**src/rtl/branch_comp_iter_pkg.sv**
```systemverilog
// ---------------------------------------------------------------------------
// branch_pkg
// Shared definitions for the iterative branch comparator:
//   - RV32I branch funct3 encodings
//   - FSM state type br_state_t (IDLE, SCAN, DONE)
//   - small decode helpers for funct3 (signedness, illegal, taken)
// ---------------------------------------------------------------------------
package branch_pkg;

  localparam logic [2:0] F3_BEQ  = 3'b000;
  localparam logic [2:0] F3_BNE  = 3'b001;
  localparam logic [2:0] F3_BLT  = 3'b100;
  localparam logic [2:0] F3_BGE  = 3'b101;
  localparam logic [2:0] F3_BLTU = 3'b110;
  localparam logic [2:0] F3_BGEU = 3'b111;

  typedef enum logic [1:0] {
    IDLE = 2'd0,
    SCAN = 2'd1,
    DONE = 2'd2
  } br_state_t;

  // funct3[2:1] == 2'b11 selects unsigned ordering (BLTU/BGEU).
  function automatic logic f3_is_unsigned(input logic [2:0] f3);
    return (f3[2:1] == 2'b11);
  endfunction

  // 010 and 011 are not branch encodings.
  function automatic logic f3_is_illegal(input logic [2:0] f3);
    return (f3[2:1] == 2'b01);
  endfunction

  function automatic logic f3_taken(input logic [2:0] f3,
                                    input logic       eq,
                                    input logic       lt);
    logic taken;
    case (f3)
      F3_BEQ:          taken = eq;
      F3_BNE:          taken = ~eq;
      F3_BLT, F3_BLTU: taken = lt;
      F3_BGE, F3_BGEU: taken = ~lt;
      default:         taken = 1'b0;
    endcase
    return taken;
  endfunction

endpackage

```
**src/rtl/branch_comp_iter_if.sv**
```systemverilog
// ---------------------------------------------------------------------------
// branch_comp_iter_if
// Request/result bundle of the iterative branch comparator.
//   request : in_valid, in_ready, funct3, dataA, dataB
//   result  : out_valid, out_ready, br_eq, br_lt, br_taken, br_illegal
// Modports: master = requester/consumer side, slave = comparator side.
//
// Handshake: a transfer happens on a rising clk edge where valid and ready
// are both high. The producer holds valid and payload stable until that
// edge; ready may be asserted independently of valid. Result fields are
// stable for as long as out_valid is high.
// ---------------------------------------------------------------------------
interface branch_comp_iter_if #(
  parameter int XLEN = 32
);
  logic            in_valid;
  logic            in_ready;
  logic [2:0]      funct3;
  logic [XLEN-1:0] dataA;
  logic [XLEN-1:0] dataB;
  logic            out_valid;
  logic            out_ready;
  logic            br_eq;
  logic            br_lt;
  logic            br_taken;
  logic            br_illegal;

  modport master (
    output in_valid, funct3, dataA, dataB, out_ready,
    input  in_ready, out_valid, br_eq, br_lt, br_taken, br_illegal
  );

  modport slave (
    input  in_valid, funct3, dataA, dataB, out_ready,
    output in_ready, out_valid, br_eq, br_lt, br_taken, br_illegal
  );
endinterface

```
**src/rtl/branch_comp_iter_slice_comp.sv**
```systemverilog
// ---------------------------------------------------------------------------
// slice_comp
// Combinational unsigned compare of one W-bit slice.
// Ports:
//   i_a, i_b : slice operands
//   o_eq     : i_a == i_b
//   o_lt     : i_a <  i_b (unsigned)
// ---------------------------------------------------------------------------
module slice_comp #(
  parameter int W = 4
) (
  input  logic [W-1:0] i_a,
  input  logic [W-1:0] i_b,
  output logic         o_eq,
  output logic         o_lt
);
  assign o_eq = (i_a == i_b);
  assign o_lt = (i_a <  i_b);
endmodule

```
**src/rtl/branch_comp_iter.sv**
```systemverilog
// ---------------------------------------------------------------------------
// branch_comp_iter
// Iterative RV32I branch comparator. Compares two XLEN-bit operands one
// SLICE-bit slice per cycle from the MSB slice down and resolves
// BEQ/BNE/BLT/BGE/BLTU/BGEU.
//
// Ports:
//   clk, rst_n   : clock, asynchronous active-low reset
//   bus (slave)  : request/result handshake bundle (branch_comp_iter_if)
//   o_dbg_state  : current FSM state for observation
//
// Optional feature macro: BRANCH_EARLY_EXIT_EN
//   defined   : SCAN stops at the first unequal slice (variable latency)
//   undefined : SCAN always walks all N slices; the first difference is
//               kept in a sticky flag (fixed latency N). Results match.
// ---------------------------------------------------------------------------
module branch_comp_iter
  import branch_pkg::*;
#(
  parameter int XLEN  = 32,
  parameter int SLICE = 4
) (
  input  logic               clk,
  input  logic               rst_n,
  branch_comp_iter_if.slave  bus,
  output br_state_t          o_dbg_state
);

  localparam int N     = (SLICE < 1) ? 1 : (XLEN / SLICE);
  localparam int IDX_W = (N > 1) ? $clog2(N) : 1;

  generate
    if ((SLICE < 1) ? 1'b1 : ((XLEN % SLICE) != 0)) begin : g_bad_slice
      $error("branch_comp_iter: SLICE must be >= 1 and divide XLEN");
    end
  endgenerate

  br_state_t        r_state;
  br_state_t        w_next_state;
  logic [XLEN-1:0]  r_a;
  logic [XLEN-1:0]  r_b;
  logic [2:0]       r_f3;
  logic [IDX_W-1:0] r_idx;
  logic             r_br_eq;
  logic             r_br_lt;
  logic             r_br_taken;
  logic             r_br_illegal;
`ifndef BRANCH_EARLY_EXIT_EN
  logic             r_found;   // an unequal slice has already been seen
  logic             r_lt_rec;  // slice order at that first difference
`endif

  logic [SLICE-1:0] w_a_slice;
  logic [SLICE-1:0] w_b_slice;
  logic             w_s_eq;
  logic             w_s_lt;
  logic             w_accept;
  logic             w_finish;
  logic             w_fin_eq;
  logic             w_fin_lt;
  logic             w_last;
  logic [XLEN-1:0]  w_sign_flip;

  assign w_a_slice = r_a[r_idx*SLICE +: SLICE];
  assign w_b_slice = r_b[r_idx*SLICE +: SLICE];
  assign w_last    = (r_idx == '0);

  // Flipping the sign bit maps two's-complement order onto unsigned order,
  // so the slice scan itself is always unsigned.
  assign w_sign_flip = {~f3_is_unsigned(bus.funct3), {(XLEN-1){1'b0}}};

  slice_comp #(.W(SLICE)) u_slice_comp (
    .i_a  (w_a_slice),
    .i_b  (w_b_slice),
    .o_eq (w_s_eq),
    .o_lt (w_s_lt)
  );

  // FSM state register
  always_ff @(posedge clk or negedge rst_n) begin
    if (!rst_n) begin
      r_state <= IDLE;
    end else begin
      r_state <= w_next_state;
    end
  end

  // FSM next state and scan decisions
  always_comb begin
    w_next_state = r_state;
    w_accept     = 1'b0;
    w_finish     = 1'b0;
    w_fin_eq     = 1'b0;
    w_fin_lt     = 1'b0;
    case (r_state)
      IDLE: begin
        if (bus.in_valid) begin
          w_accept     = 1'b1;
          w_next_state = SCAN;
        end
      end
      SCAN: begin
`ifdef BRANCH_EARLY_EXIT_EN
        if (!w_s_eq) begin
          w_finish = 1'b1;
          w_fin_eq = 1'b0;
          w_fin_lt = w_s_lt;
        end else if (w_last) begin
          w_finish = 1'b1;
          w_fin_eq = 1'b1;
          w_fin_lt = 1'b0;
        end
`else
        if (w_last) begin
          w_finish = 1'b1;
          if (r_found) begin
            w_fin_eq = 1'b0;
            w_fin_lt = r_lt_rec;
          end else begin
            w_fin_eq = w_s_eq;
            w_fin_lt = w_s_lt;
          end
        end
`endif
        if (w_finish) begin
          w_next_state = DONE;
        end
      end
      DONE: begin
        // No acceptance here: IDLE is always visited between results.
        if (bus.out_ready) begin
          w_next_state = IDLE;
        end
      end
      default: w_next_state = IDLE;
    endcase
  end

  // Operand latch, slice index and result registers
  always_ff @(posedge clk or negedge rst_n) begin
    if (!rst_n) begin
      r_a          <= '0;
      r_b          <= '0;
      r_f3         <= '0;
      r_idx        <= '0;
      r_br_eq      <= 1'b0;
      r_br_lt      <= 1'b0;
      r_br_taken   <= 1'b0;
      r_br_illegal <= 1'b0;
`ifndef BRANCH_EARLY_EXIT_EN
      r_found      <= 1'b0;
      r_lt_rec     <= 1'b0;
`endif
    end else begin
      if (w_accept) begin
        r_a      <= bus.dataA ^ w_sign_flip;
        r_b      <= bus.dataB ^ w_sign_flip;
        r_f3     <= bus.funct3;
        r_idx    <= IDX_W'(N - 1);
`ifndef BRANCH_EARLY_EXIT_EN
        r_found  <= 1'b0;
        r_lt_rec <= 1'b0;
`endif
      end else if ((r_state == SCAN) && !w_finish) begin
        // Only reached with r_idx > 0, so the index never wraps.
        r_idx <= r_idx - 1'b1;
`ifndef BRANCH_EARLY_EXIT_EN
        if (!r_found && !w_s_eq) begin
          r_found  <= 1'b1;
          r_lt_rec <= w_s_lt;
        end
`endif
      end
      if (w_finish) begin
        r_br_eq      <= w_fin_eq;
        r_br_lt      <= w_fin_lt;
        r_br_taken   <= f3_taken(r_f3, w_fin_eq, w_fin_lt);
        r_br_illegal <= f3_is_illegal(r_f3);
      end
    end
  end

  assign bus.in_ready   = (r_state == IDLE);
  assign bus.out_valid  = (r_state == DONE);
  assign bus.br_eq      = r_br_eq;
  assign bus.br_lt      = r_br_lt;
  assign bus.br_taken   = r_br_taken;
  assign bus.br_illegal = r_br_illegal;
  assign o_dbg_state    = r_state;

endmodule
```
**src/flat_wrapper.sv**
```systemverilog
// flat-port wrapper written by rule: the top's interface ports become plain ports
module branch_comp_iter_flat import branch_pkg::*;
#(
  parameter int XLEN  = 32,
  parameter int SLICE = 4
)
  (clk, rst_n, o_dbg_state, bus_in_valid, bus_funct3, bus_dataA, bus_dataB, bus_out_ready, bus_in_ready, bus_out_valid, bus_br_eq, bus_br_lt, bus_br_taken, bus_br_illegal);
  branch_comp_iter_if #(.XLEN(XLEN)) bus_i ();
  input  logic clk;
  input  logic rst_n;
  output br_state_t o_dbg_state;
  input wire logic [$bits(bus_i.in_valid)-1:0] bus_in_valid;
  input wire logic [$bits(bus_i.funct3)-1:0] bus_funct3;
  input wire logic [$bits(bus_i.dataA)-1:0] bus_dataA;
  input wire logic [$bits(bus_i.dataB)-1:0] bus_dataB;
  input wire logic [$bits(bus_i.out_ready)-1:0] bus_out_ready;
  output wire logic [$bits(bus_i.in_ready)-1:0] bus_in_ready;
  output wire logic [$bits(bus_i.out_valid)-1:0] bus_out_valid;
  output wire logic [$bits(bus_i.br_eq)-1:0] bus_br_eq;
  output wire logic [$bits(bus_i.br_lt)-1:0] bus_br_lt;
  output wire logic [$bits(bus_i.br_taken)-1:0] bus_br_taken;
  output wire logic [$bits(bus_i.br_illegal)-1:0] bus_br_illegal;
  assign bus_i.in_valid = bus_in_valid;
  assign bus_i.funct3 = bus_funct3;
  assign bus_i.dataA = bus_dataA;
  assign bus_i.dataB = bus_dataB;
  assign bus_i.out_ready = bus_out_ready;
  assign bus_in_ready = bus_i.in_ready;
  assign bus_out_valid = bus_i.out_valid;
  assign bus_br_eq = bus_i.br_eq;
  assign bus_br_lt = bus_i.br_lt;
  assign bus_br_taken = bus_i.br_taken;
  assign bus_br_illegal = bus_i.br_illegal;
  branch_comp_iter #(.XLEN(XLEN), .SLICE(SLICE)) u_core (.clk(clk), .rst_n(rst_n), .bus(bus_i), .o_dbg_state(o_dbg_state));
endmodule
```
**config.mk**
```make
export PLATFORM = sky130hd
export DESIGN_NAME = branch_comp_iter_flat
export DESIGN_NICKNAME = d
export VERILOG_FILES = /design/src/rtl/branch_comp_iter_pkg.sv /design/src/rtl/branch_comp_iter_if.sv /design/src/rtl/branch_comp_iter_slice_comp.sv /design/src/rtl/branch_comp_iter.sv /design/src/flat_wrapper.sv
export SDC_FILE = /design/constraint.sdc
export NUM_CORES = 1
export LEC_CHECK = 0
export CAP_MARGIN = 0
export CELL_PAD_IN_SITES_DETAIL_PLACEMENT = 2
export CELL_PAD_IN_SITES_GLOBAL_PLACEMENT = 2
export CORE_MARGIN = 2
export CORE_UTILIZATION = 28
export CTS_CLUSTER_DIAMETER = 120
export DETAILED_ROUTE_END_ITERATION = 12
export GPL_ROUTABILITY_DRIVEN = 1
export PLACE_DENSITY_LB_ADDON = 0.1
export SYNTH_ARGS = -nofsm -noshare
export SYNTH_HDL_FRONTEND = slang
export SYNTH_SLANG_ARGS = --single-unit
```
**constraint.sdc**
```tcl
create_clock -name clk -period 2.51 [get_ports clk]
set_input_delay 0.251 -clock clk [delete_from_list [all_inputs] [get_ports clk]]
set_output_delay 0.251 -clock clk [all_outputs]
set_load 0.05 [all_outputs]
```
==> flow_summary_export.csv <==
group,metric,value,unit
final_layout,fin_nets,548,
routing,drt_wl_total,10.7,mm
critical_path,rrSetupSlack,-50,ps
routing,drt-vias-per-instance,4.55,
grt,grt_max_degree,79,
clock_tree,htreeDepth,3,
routing,drtIter0Drc,86,
synth,synth_top_area_share,53.1,%
timing,timing.fmax,0.391,GHz
routing,dr_wl_met2,5.43,mm
clock_tree,root_buffer,"clkbuf_16",
clock_tree,insertion_delay,350,ps
routing,dr.pass1.iters,5,
timing,setup_viol,2,
timing,relSlewSlack,31.5,%
synth,synthTopCellsByArea,"dfrtp_1 (53%), nand2_1 (21%), mux4_2 (6.1%)",
placement,gp_congestion,0.799,
clock_tree,tritoncts,"yes",
timing,post-route-worst-setup-slack,-48.0,ps
critical_path,crit_type,"flop to flop",
synth,synth_cells,385,
placement,detailedPlacementHpwl,7.45,mm
power_and_ir_drop,leakage,2.43,nW
critical_path,cpPeakStageDelay,510,ps
grt,grt_overflow,0,
synth,yosysUniqueCellTypes,32,
grt,grt_pass1_wl,17.6,mm
synth,ys_ff_latch,78,
critical_path,cp_max_fo,8,
synth,synth_most_common_cell,"nand2_1",
critical_path,end_kind,"flop",
synth,synthMuxAreaShare,12.7,%
critical_path,cp-startpoint,"u_core.r_idx[0]",
timing,maxSlewViolCount,0,
final_layout,syn2layout_area_growth,40.5,%
synth,synthArstFlopShare,100,%
final_layout,multi_input_area,1730,µm²
routing,ant_nets,0,
run_status,failed_checks,"negative setup slack",
final_layout,drive_gt1_share,15.8,%
final_layout,n_antenna_cell,0,
grt,antenna_found_initial,0,
die,initial_core_util,28.9,%
timing,skew,4.59,ps
timing,worstMarginPinSlew,1030,ps
critical_path,crit_slowest_cell,"mux4_2",
timing,finalHoldViolCount,0,
die,dieWidth,119,µm
timing,period_minus_slack,2560,ps
synth,synth_area_per_cell,9.55,µm²
die,fp.dieArea,14100,µm²
synth,synth_top_area_cell,"dfrtp_1",
critical_path,crit_family,"multiplexers",
power_and_ir_drop,peakVddDrop,0.514,mV
run_status,status,"finished with violations",
routing,met1_length,4.74,mm
clock_tree,holdBufCountCts,0,
critical_path,startpoint_type,"flop",
critical_path,crit_arrival,2780,ps
timing,setup_tns,-49.5,ps
timing,rsz0062_at_grt,"true",
die,rows,41,
synth,yosys.area_share.simple,24.3,%
min_path,hp-class,"input port to async pin",
die,die-height,119,µm
routing,vias,2950,
critical_path,r2r-start,"u_core.r_idx[0]",
synth,synth_area,3680,µm²
die,core,12700,µm²
routing,highest_layer,"met4",
synth,synth_edf_count,0,
critical_path,worstPathCellList,"buf_12, mux4_2, mux2_4, ha_4, nand4_1, o21ai_2, nand3_2, o22ai_2, a211oi_2",
synth,synth-main-ff-cell,"dfrtp_1",
grt,grt_use_total,16.2,%
timing,post-route-period-util,102,%
synth,ys_seq_area_share,53.1,%
clock_tree,clock-sinks,78,
final_layout,seq_area,1950,µm²
synth,synth_compound_area_share,3.57,%
routing,wl_met3,356,µm
run,maxCapViolations,0,
critical_path,worstSetupEndpoint,"u_core.bus.br_taken",
clock_tree,cts_buffers,9,
placement,place_area,4670,µm²
grt,grt_pass1_vias,3328,
routing,drc,0,
critical_path,r2r-end,"u_core.bus.br_taken",
synth,synth_fp_nets,462,
timing,hold-worst-slack,64.5,ps
synth,synth_top_family_by_area,"simple AND/OR/NAND/NOR gates",
final_layout,fillCellCount,1426,
power_and_ir_drop,power_density,1350,nW/µm²
critical_path,required,2740,ps
synth,yosysWarnings,0,
synth,synth-adder-area-share,2.04,%
clock_tree,clock_path_buffers,2,
critical_path,critical_path_depth,9,
placement,port_buffers,78,
final_layout,fin_area,5170,µm²
clock_tree,clk_pin_slew,60,ps
synth,synthXorXnorAreaFrac,0.715,%
synth,netlist_top_cells_count,"nand2_1 (208), dfrtp_1 (78), o21ai_0 (12)",
critical_path,cp.buffers_inverters,1,
critical_path,r2r_cells,9,
die,io-pin-count,79,
routing,routedWlPerCell,16.5,µm
-- kinds of logic (layout without fill, tap and decap cells) --
logic type / count (synthesis) / in the layout
AOI/OAI and AO/OA: 24 / 24
xor gates and xnor gates: 3 / 3
adders and majority gates: 6 / 6
buffers and inverters: 25 / 116
DFF: 78 / 78
muxes: 24 / 24
and+or+nand+nor: 225 / 225
-- per-stage QoR --
| step | cells | utilization, % | setup slack, ps | total power, mW |
|---|---|---|---|---|
| after floorplan | 385 | - | 176 | 3.96 |
| after global placement | 626 | 36.7 | -40.4 | 4.83 |
| after detailed placement | 626 | 36.7 | -212 | 4.97 |
| after CTS | 647 | 40.3 | -3.76 | 6.95 |
| after global routing | 648 | 40.6 | -128 | 7.51 |
| final | 648 | 40.6 | -48.0 | 6.99 |
-- registers in the layout (all words and copies together) (netlist names) --
name                   count
u_core.r_lt_rec            1
u_core.r_f3                3
u_core.bus.br_eq           1
u_core.o_dbg_state         2
u_core.r_b                32
u_core.r_idx               3
u_core.r_found             1
u_core.r_a                32
u_core.bus.br_lt           1
u_core.bus.br_taken        1
u_core.bus.br_illegal      1
-- worst register-to-register path, delay by kind of cell (launching register included) --
family / cells / cell delay (ps)
mux: 2 / 820
compound gates: 3 / 430
flops: 1 / 420
simple gates: 2 / 340
fa+ha+maj: 1 / 270
buf+inv: 1 / 160
-- layer usage --
layer / up-vias / GRT usage, %
li1: 1413 / -
met1: 1478 / 19.7
met2: 49 / 28.1
met3: 10 / 3.91
met4: 0 / 5.36
met5: - / 0
-- report_power, final --
group	total, mW	switching (mW)	internal, mW
Clock	1.34	0.522	0.823
Sequential	2.30	0.457	1.84
Combinational	3.34	1.67	1.67
Total	6.99	2.65	4.34
-- how the worst min path moves through the flow --
stage,endpoint,from,cells after the start
CTS,u_core.r_a[21],rst_n,1
floorplan,u_core.bus.br_eq,rst_n,0
finish,u_core.r_a[21],rst_n,1
detailed placement,u_core.r_a[10],u_core.r_a[10],2
global placement,u_core.r_a[24],u_core.r_a[24],2
global route,u_core.r_a[25],rst_n,1
-- placed cells by master (no fill, tap or decap), types with 2 or more instances in the layout --
cell type / n
mux4_2: 16
a21oi_1: 3
clkbuf_8: 2
buf_12: 3
inv_1: 5
mux2_4: 4
ha_4: 4
nor3b_1: 2
clkbuf_16: 9
a21oi_2: 3
dfrtp_1: 78
ha_1: 2
nand2_1: 207
nand2b_1: 2
xnor2_1: 3
nor2b_1: 2
mux2i_4: 3
o21ai_0: 9
buf_4: 14
o21ai_2: 3
o31ai_2: 2
clkdlybuf4s50_1: 77
clkbuf_1: 2
-- timing repair --
item	4_1_cts	5_1_grt
setup buffers	5	1
resized for setup	27	9
endpoints found under the hold margin	0	0
pin swaps	3	2
endpoints found under the setup margin	3	3
-- final cells by class --
cell class	count	area share, %
multi-input combinational	282	33.5
clock buffer	13	5.04
tap	172	4.17
timing repair buffer	95	18.3
sequential	78	37.8
clock inverter	3	0.823
inverter	5	0.363
No activity file was read; power rests on OpenSTA's default activity.
